[src/rtl/dmux4_dispatch_ctrl_if.sv]
// dmux4_dispatch_ctrl_if: upstream/downstream handshake bundle for the four-way dispatcher
interface dmux4_dispatch_ctrl_if #(parameter int W = 8);
  logic         in_valid;
  logic [W-1:0] in_data;
  logic         in_ready;
  logic [3:0]   out_valid;
  logic [W-1:0] out_data;
  logic [3:0]   out_ready;
  modport master (output in_valid, in_data, out_ready, input in_ready, out_valid, out_data);
  modport slave  (input in_valid, in_data, out_ready, output in_ready, out_valid, out_data);
endinterface

[src/rtl/dmux4_dispatch_ctrl.sv]
// dmux4_dispatch_ctrl: one-word holding buffer dispatching to four destinations, round-robin or fixed
module dmux4_dispatch_ctrl #(parameter int W = 8) (
  input  logic                clk,
  input  logic                rst_n,
  dmux4_dispatch_ctrl_if.slave bus,
  input  logic                mode,
  input  logic [1:0]          fix_sel,
  output logic                s0,
  output logic                s1,
  output logic [7:0]          xfer_cnt
);
  typedef enum logic {IDLE, HOLD} state_t;
  state_t       state_q, state_d;
  logic [1:0]   tgt_q, tgt_d, rr_q, rr_d;
  logic [W-1:0] data_q, data_d;
  logic [7:0]   cnt_q, cnt_d;
  logic         rr_word_q, rr_word_d;
  logic         xfer, acc;
  always_ff @(posedge clk or negedge rst_n) begin
    if (!rst_n) begin
      state_q   <= IDLE;
      tgt_q     <= '0;
      rr_q      <= '0;
      data_q    <= '0;
      cnt_q     <= '0;
      rr_word_q <= 1'b0;
    end else begin
      state_q   <= state_d;
      tgt_q     <= tgt_d;
      rr_q      <= rr_d;
      data_q    <= data_d;
      cnt_q     <= cnt_d;
      rr_word_q <= rr_word_d;
    end
  end
  // rr_word_q remembers whether the held word was dispatched round-robin, so only those advance the pointer
  always_comb begin
    xfer         = (state_q == HOLD) && bus.out_ready[tgt_q];
    bus.in_ready = (state_q == IDLE) || bus.out_ready[tgt_q];
    acc          = bus.in_valid && bus.in_ready;
    rr_d         = (xfer && rr_word_q) ? rr_q + 2'd1 : rr_q;
    tgt_d        = acc ? (mode ? fix_sel : rr_d) : tgt_q;
    data_d       = acc ? bus.in_data : data_q;
    rr_word_d    = acc ? ~mode : rr_word_q;
    state_d      = acc ? HOLD : (xfer ? IDLE : state_q);
    cnt_d        = cnt_q + {7'd0, xfer};
    bus.out_valid = (state_q == HOLD) ? 4'b0001 << tgt_q : 4'b0000;
    bus.out_data  = (state_q == HOLD) ? data_q : '0;
    {s1, s0}      = tgt_q;
    xfer_cnt      = cnt_q;
  end
endmodule

[src/flat_wrapper.sv]
// flat-port wrapper written by rule: the top's interface ports become plain ports
module dmux4_dispatch_ctrl_flat 
#(parameter int W = 8)
  (clk, rst_n, mode, fix_sel, s0, s1, xfer_cnt, bus_in_valid, bus_in_data, bus_out_ready, bus_in_ready, bus_out_valid, bus_out_data);
  dmux4_dispatch_ctrl_if #(.W(W)) bus_i ();
  input  logic clk;
  input  logic rst_n;
  input  logic mode;
  input  logic [1:0] fix_sel;
  output logic s0;
  output logic s1;
  output logic [7:0] xfer_cnt;
  input wire logic [$bits(bus_i.in_valid)-1:0] bus_in_valid;
  input wire logic [$bits(bus_i.in_data)-1:0] bus_in_data;
  input wire logic [$bits(bus_i.out_ready)-1:0] bus_out_ready;
  output wire logic [$bits(bus_i.in_ready)-1:0] bus_in_ready;
  output wire logic [$bits(bus_i.out_valid)-1:0] bus_out_valid;
  output wire logic [$bits(bus_i.out_data)-1:0] bus_out_data;
  assign bus_i.in_valid = bus_in_valid;
  assign bus_i.in_data = bus_in_data;
  assign bus_i.out_ready = bus_out_ready;
  assign bus_in_ready = bus_i.in_ready;
  assign bus_out_valid = bus_i.out_valid;
  assign bus_out_data = bus_i.out_data;
  dmux4_dispatch_ctrl #(.W(W)) u_core (.clk(clk), .rst_n(rst_n), .bus(bus_i), .mode(mode), .fix_sel(fix_sel), .s0(s0), .s1(s1), .xfer_cnt(xfer_cnt));
endmodule
[config.mk]
export PLATFORM = sky130hd
export DESIGN_NAME = dmux4_dispatch_ctrl_flat
export DESIGN_NICKNAME = d
export VERILOG_FILES = /design/src/rtl/dmux4_dispatch_ctrl_if.sv /design/src/rtl/dmux4_dispatch_ctrl.sv /design/src/flat_wrapper.sv
export SDC_FILE = /design/constraint.sdc
export NUM_CORES = 1
export LEC_CHECK = 0
export CAP_MARGIN = 20
export CORE_ASPECT_RATIO = 1.1
export CORE_MARGIN = 3
export CORE_UTILIZATION = 41
export DETAILED_ROUTE_END_ITERATION = 8
export PLACE_DENSITY = 0.77
export SLEW_MARGIN = 30
export SYNTH_ARGS = -nofsm -noshare
export SYNTH_HDL_FRONTEND = slang
export SYNTH_SLANG_ARGS = --single-unit
[constraint.sdc]
create_clock -name clk -period 2.3 [get_ports clk]
set_input_delay 0.69 -clock clk [delete_from_list [all_inputs] [get_ports clk]]
set_output_delay 0.69 -clock clk [all_outputs]
set_load 0.01 [all_outputs]
==> metrics.txt <==
# TYPE chip_impl_metric gauge
chip_impl_metric{name="maximum_number_of_pins_on_one_net_before_global_route_repair",unit=""} 23
chip_impl_metric{name="drc",unit=""} 0
chip_impl_metric{name="total_leakage_power",unit="nW"} 0.730
chip_impl_info{name="combinational_family_with_the_most_area_after_synthesis",value="simple AND/OR/NAND/NOR gates"} 1
chip_impl_metric{name="worst_pin_slew",unit="ns"} 0.280
chip_impl_metric{name="initial_drc_count",unit=""} 8
chip_impl_info{name="setup.worst_path.start_class",value="input port"} 1
chip_impl_metric{name="synthesized_area_fraction_occupied_by_ao_oa_aoi_and_oai_cells",unit="%"} 4.19
chip_impl_info{name="path_cells",value="buf_2 > mux4_2 > nand2b_4 > buf_6"} 1
chip_impl_metric{name="finalHoldWorstSlack",unit="ns"} 0.478
chip_impl_metric{name="drtPass1Iterations",unit=""} 4
chip_impl_metric{name="worstPathArrival",unit="ns"} 1.54
chip_impl_metric{name="setup_viol",unit=""} 0
chip_impl_info{name="hold_path.class",value="reg2reg"} 1
chip_impl_metric{name="ios",unit=""} 41
chip_impl_metric{name="pre_cts_slack",unit="ns"} -0.636
chip_impl_metric{name="first_global_vias",unit=""} 856
chip_impl_metric{name="cts_max_level",unit=""} 1
chip_impl_metric{name="overflow",unit=""} 0
chip_impl_metric{name="finalHoldViolCount",unit=""} 0
chip_impl_metric{name="post_synth_mux_area_share",unit="%"} 11.4
chip_impl_metric{name="layout-area-overhead-vs-synth",unit="%"} 55.3
chip_impl_metric{name="critPathBufInv",unit=""} 2
chip_impl_metric{name="n_antenna_cell",unit=""} 0
chip_impl_info{name="tritoncts_clock_tree",value="built"} 1
chip_impl_metric{name="die_height",unit="µm"} 57.4
chip_impl_metric{name="die-area",unit="µm²"} 3030
chip_impl_metric{name="syn_area",unit="µm²"} 985
chip_impl_metric{name="power_density",unit="nW/µm²"} 1150
chip_impl_metric{name="fin_ws",unit="ns"} 0.0723
chip_impl_metric{name="place.detailed.instances",unit=""} 160
chip_impl_metric{name="post_drt_via_cell_ratio",unit=""} 4.78
chip_impl_metric{name="crit_fanout",unit=""} 2
chip_impl_metric{name="num-fill-cells",unit=""} 182
chip_impl_metric{name="vdd.ir_drop.worst",unit="µV"} 689
chip_impl_metric{name="yosys.area.top_type_share",unit="%"} 55.9
chip_impl_metric{name="antenna_found_initial",unit=""} 0
chip_impl_metric{name="post_synth_and_or_nand_nor_area_fraction",unit="%"} 16.9
chip_impl_metric{name="floorplan.rows",unit=""} 18
chip_impl_metric{name="ff2ff_setup_slack",unit="ns"} 0.19
chip_impl_metric{name="synth-adder-area-share",unit="%"} 2.54
chip_impl_metric{name="maxSlewViolCount",unit=""} 0
chip_impl_metric{name="final_clock_skew",unit="ns"} 0.0121
chip_impl_info{name="synth_top_cells_by_area",value="sky130_fd_sc_hd__dfrtp_1 (56%), sky130_fd_sc_hd__mux2_2 (9.1%), sky130_fd_sc_hd__and2_1 (7.0%)"} 1
chip_impl_metric{name="cts_stage_hold_buffer_count",unit=""} 0
chip_impl_metric{name="synth_async_sr_flop_share",unit="%"} 100
chip_impl_metric{name="synth_seq_cells",unit=""} 22
chip_impl_info{name="worst_setup_path_end_kind",value="output pin"} 1
chip_impl_metric{name="final_min_period_over_clock_period",unit="%"} 96.9
chip_impl_metric{name="place_area",unit="µm²"} 1510
chip_impl_metric{name="synth_xor_xnor_area_share",unit="%"} 7.12
chip_impl_info{name="status",value="finished, final reports clean"} 1
chip_impl_metric{name="fmaxAchievable",unit="MHz"} 449
chip_impl_info{name="critPathTopFamily",value="multiplexers"} 1
chip_impl_metric{name="relSlewSlack",unit="%"} 81.3
chip_impl_metric{name="place.gp.congestion",unit=""} 0.724
chip_impl_metric{name="final_cells",unit=""} 166
chip_impl_metric{name="cts.clk_slew.worst_paths",unit="ns"} 0.12
chip_impl_metric{name="finalCriticalPeriod",unit="ns"} 2.23
chip_impl_metric{name="critPathRequiredTime",unit="ns"} 1.61
chip_impl_metric{name="synthDistinctLibCells",unit=""} 21
chip_impl_metric{name="postRouteAntennaNets",unit=""} 0
chip_impl_info{name="timing_worst_setup_path_type",value="in2out"} 1
chip_impl_metric{name="synthesis.area_per_instance",unit="µm²"} 12.5
chip_impl_info{name="yosysTopAreaCell",value="sky130_fd_sc_hd__dfrtp_1"} 1
chip_impl_metric{name="initial_utilization",unit="%"} 43.3
chip_impl_info{name="most_repeated_cell_in_the_gate_level_netlist_after_synthesis",value="sky130_fd_sc_hd__dfrtp_1"} 1
chip_impl_metric{name="clock-sinks",unit=""} 22
chip_impl_metric{name="numCtsBuffers",unit=""} 3
chip_impl_metric{name="vias",unit=""} 793
chip_impl_info{name="synth_commonest_cells",value="sky130_fd_sc_hd__dfrtp_1 (22), sky130_fd_sc_hd__and2_1 (11), sky130_fd_sc_hd__mux2_2 (8)"} 1
chip_impl_metric{name="wl",unit="µm"} 2070
chip_impl_metric{name="track_usage",unit="%"} 15.6
chip_impl_metric{name="final_design_area_no_fill",unit="µm²"} 1530
chip_impl_metric{name="die_w",unit="µm"} 52.7
chip_impl_metric{name="post_syn_nets",unit=""} 99
chip_impl_metric{name="design.final.nets",unit=""} 158
chip_impl_info{name="cts.root.buffer_cell",value="sky130_fd_sc_hd__clkbuf_4"} 1
chip_impl_metric{name="max-cap-violations",unit=""} 0
chip_impl_metric{name="max_stage_delay",unit="ns"} 0.47
chip_impl_metric{name="coreArea",unit="µm²"} 2270
chip_impl_metric{name="place_hpwl",unit="µm"} 1640
chip_impl_metric{name="io_buffer_count",unit=""} 40
chip_impl_metric{name="postSynthCellCount",unit=""} 79
chip_impl_metric{name="setup-tns-final",unit="ns"} 0
chip_impl_info{name="synth_flop_cell",value="sky130_fd_sc_hd__dfrtp_1"} 1
chip_impl_metric{name="fraction_of_final_layout_cells_sized_beyond_drive_strength_1",unit="%"} 26.5
chip_impl_metric{name="drt-wirelength-per-cell",unit="µm"} 12.5
chip_impl_metric{name="yosysWarningCount",unit=""} 0
chip_impl_metric{name="first_pass_grt_wire_length",unit="µm"} 3550
chip_impl_metric{name="clk_path_buf_depth",unit=""} 2
chip_impl_metric{name="synth_enable_flop_cells",unit=""} 0
chip_impl_info{name="crit_path_top_delay_cell",value="sky130_fd_sc_hd__mux4_2"} 1
chip_impl_metric{name="seq_area_frac_synth",unit="%"} 55.9
chip_impl_metric{name="clock_latency",unit="ns"} 0.31
layout by cell type, fill, tap and decap left out:
cell type,synthesis,routed
sky130_fd_sc_hd__mux2_2,8,8
sky130_fd_sc_hd__a21o_1,1,1
sky130_fd_sc_hd__nand2b_1,2,1
sky130_fd_sc_hd__buf_2,0,1
sky130_fd_sc_hd__nor3_1,1,1
sky130_fd_sc_hd__nand4_1,1,1
sky130_fd_sc_hd__nor3b_1,1,1
sky130_fd_sc_hd__clkbuf_2,0,3
sky130_fd_sc_hd__nand2_1,4,4
sky130_fd_sc_hd__dfrtp_1,22,21
sky130_fd_sc_hd__nand2b_4,0,1
sky130_fd_sc_hd__mux4_2,1,1
sky130_fd_sc_hd__nand3_1,4,4
sky130_fd_sc_hd__clkbuf_4,0,3
sky130_fd_sc_hd__dlygate4sd2_1,0,9
sky130_fd_sc_hd__xor2_1,3,3
sky130_fd_sc_hd__xnor2_1,5,5
sky130_fd_sc_hd__a211o_1,2,2
sky130_fd_sc_hd__and3_1,2,2
sky130_fd_sc_hd__inv_1,1,1
sky130_fd_sc_hd__dfrtp_2,0,1
sky130_fd_sc_hd__nor2_1,5,5
sky130_fd_sc_hd__ha_1,2,2
sky130_fd_sc_hd__clkdlybuf4s50_1,0,26
sky130_fd_sc_hd__and2_1,11,11
sky130_fd_sc_hd__buf_6,1,1
sky130_fd_sc_hd__o21ai_4,1,1
sky130_fd_sc_hd__buf_4,0,16
final cells by class:
cell class                 count  area (µm²)  share of cell area, %
sequential                    22         552                   36.1
timing repair buffer          56         490                   32.1
multi-input combinational     54         423                   27.7
tap                           30        37.5                   2.45
clock buffer                   3        22.5                   1.47
inverter                       1        3.75                  0.245
path summary, 6_finish.rpt:
check                                     end  depth (start not counted)          startpoint
max                              bus_in_ready                          4    bus_out_ready[3]
min                        u_core.xfer_cnt[7]                          1  u_core.xfer_cnt[7]
max reg2reg                u_core.xfer_cnt[6]                          8     u_core.tgt_q[0]
min reg2reg                u_core.xfer_cnt[7]                          1  u_core.xfer_cnt[7]
max in group asynchronous      u_core.state_q                          2               rst_n
min in group asynchronous  u_core.xfer_cnt[4]                          2               rst_n
state kept, by name (all words and copies together) (netlist names):
register and flops:
u_core.xfer_cnt 8, u_core.rr_word_q 1, u_core.rr_q 2, u_core.state_q 1, u_core.tgt_q 2, u_core.data_q 8
metal layers:
metal / wire length, µm / GRT usage [%] / vias up
met5: 0 / 0 / -
met4: 39 / 5.47 / 0
met3: 117 / 2.61 / 5
met2: 1130 / 28.2 / 30
met1: 784 / 18.3 / 377
li1: - / - / 381
per-stage QoR:
step / total power (W) / utilization, %
CTS: 0.00178 / 67.2
floorplan: 0.00109 / -
global placement: 0.00159 / 66.2
finish: 0.00176 / 67.2
detailed placement: 0.00162 / 66.2
global route: 0.00190 / 67.2
logic make-up after synthesis:
kind of cell    Yosys count
simple gates             31
flops                    22
mux                       9
xor+xnor                  8
compound gates            4
buf+inv                   3
fa+ha+maj                 2
where the power goes:
part	switching (W)	internal [W]	leakage, nW	total (W)
clock network	0.000110	0.0000612	0.0138	0.000171
registers	0.000112	0.000552	0.265	0.000664
logic	0.000361	0.000565	0.451	0.000925
what timing repair did:
action                     4_1_cts  5_1_grt
setup buffers                    1        2
setup endpoints to repair       15        4
resized for setup               25        3
Note: power is estimated with default switching activity, not from simulation.
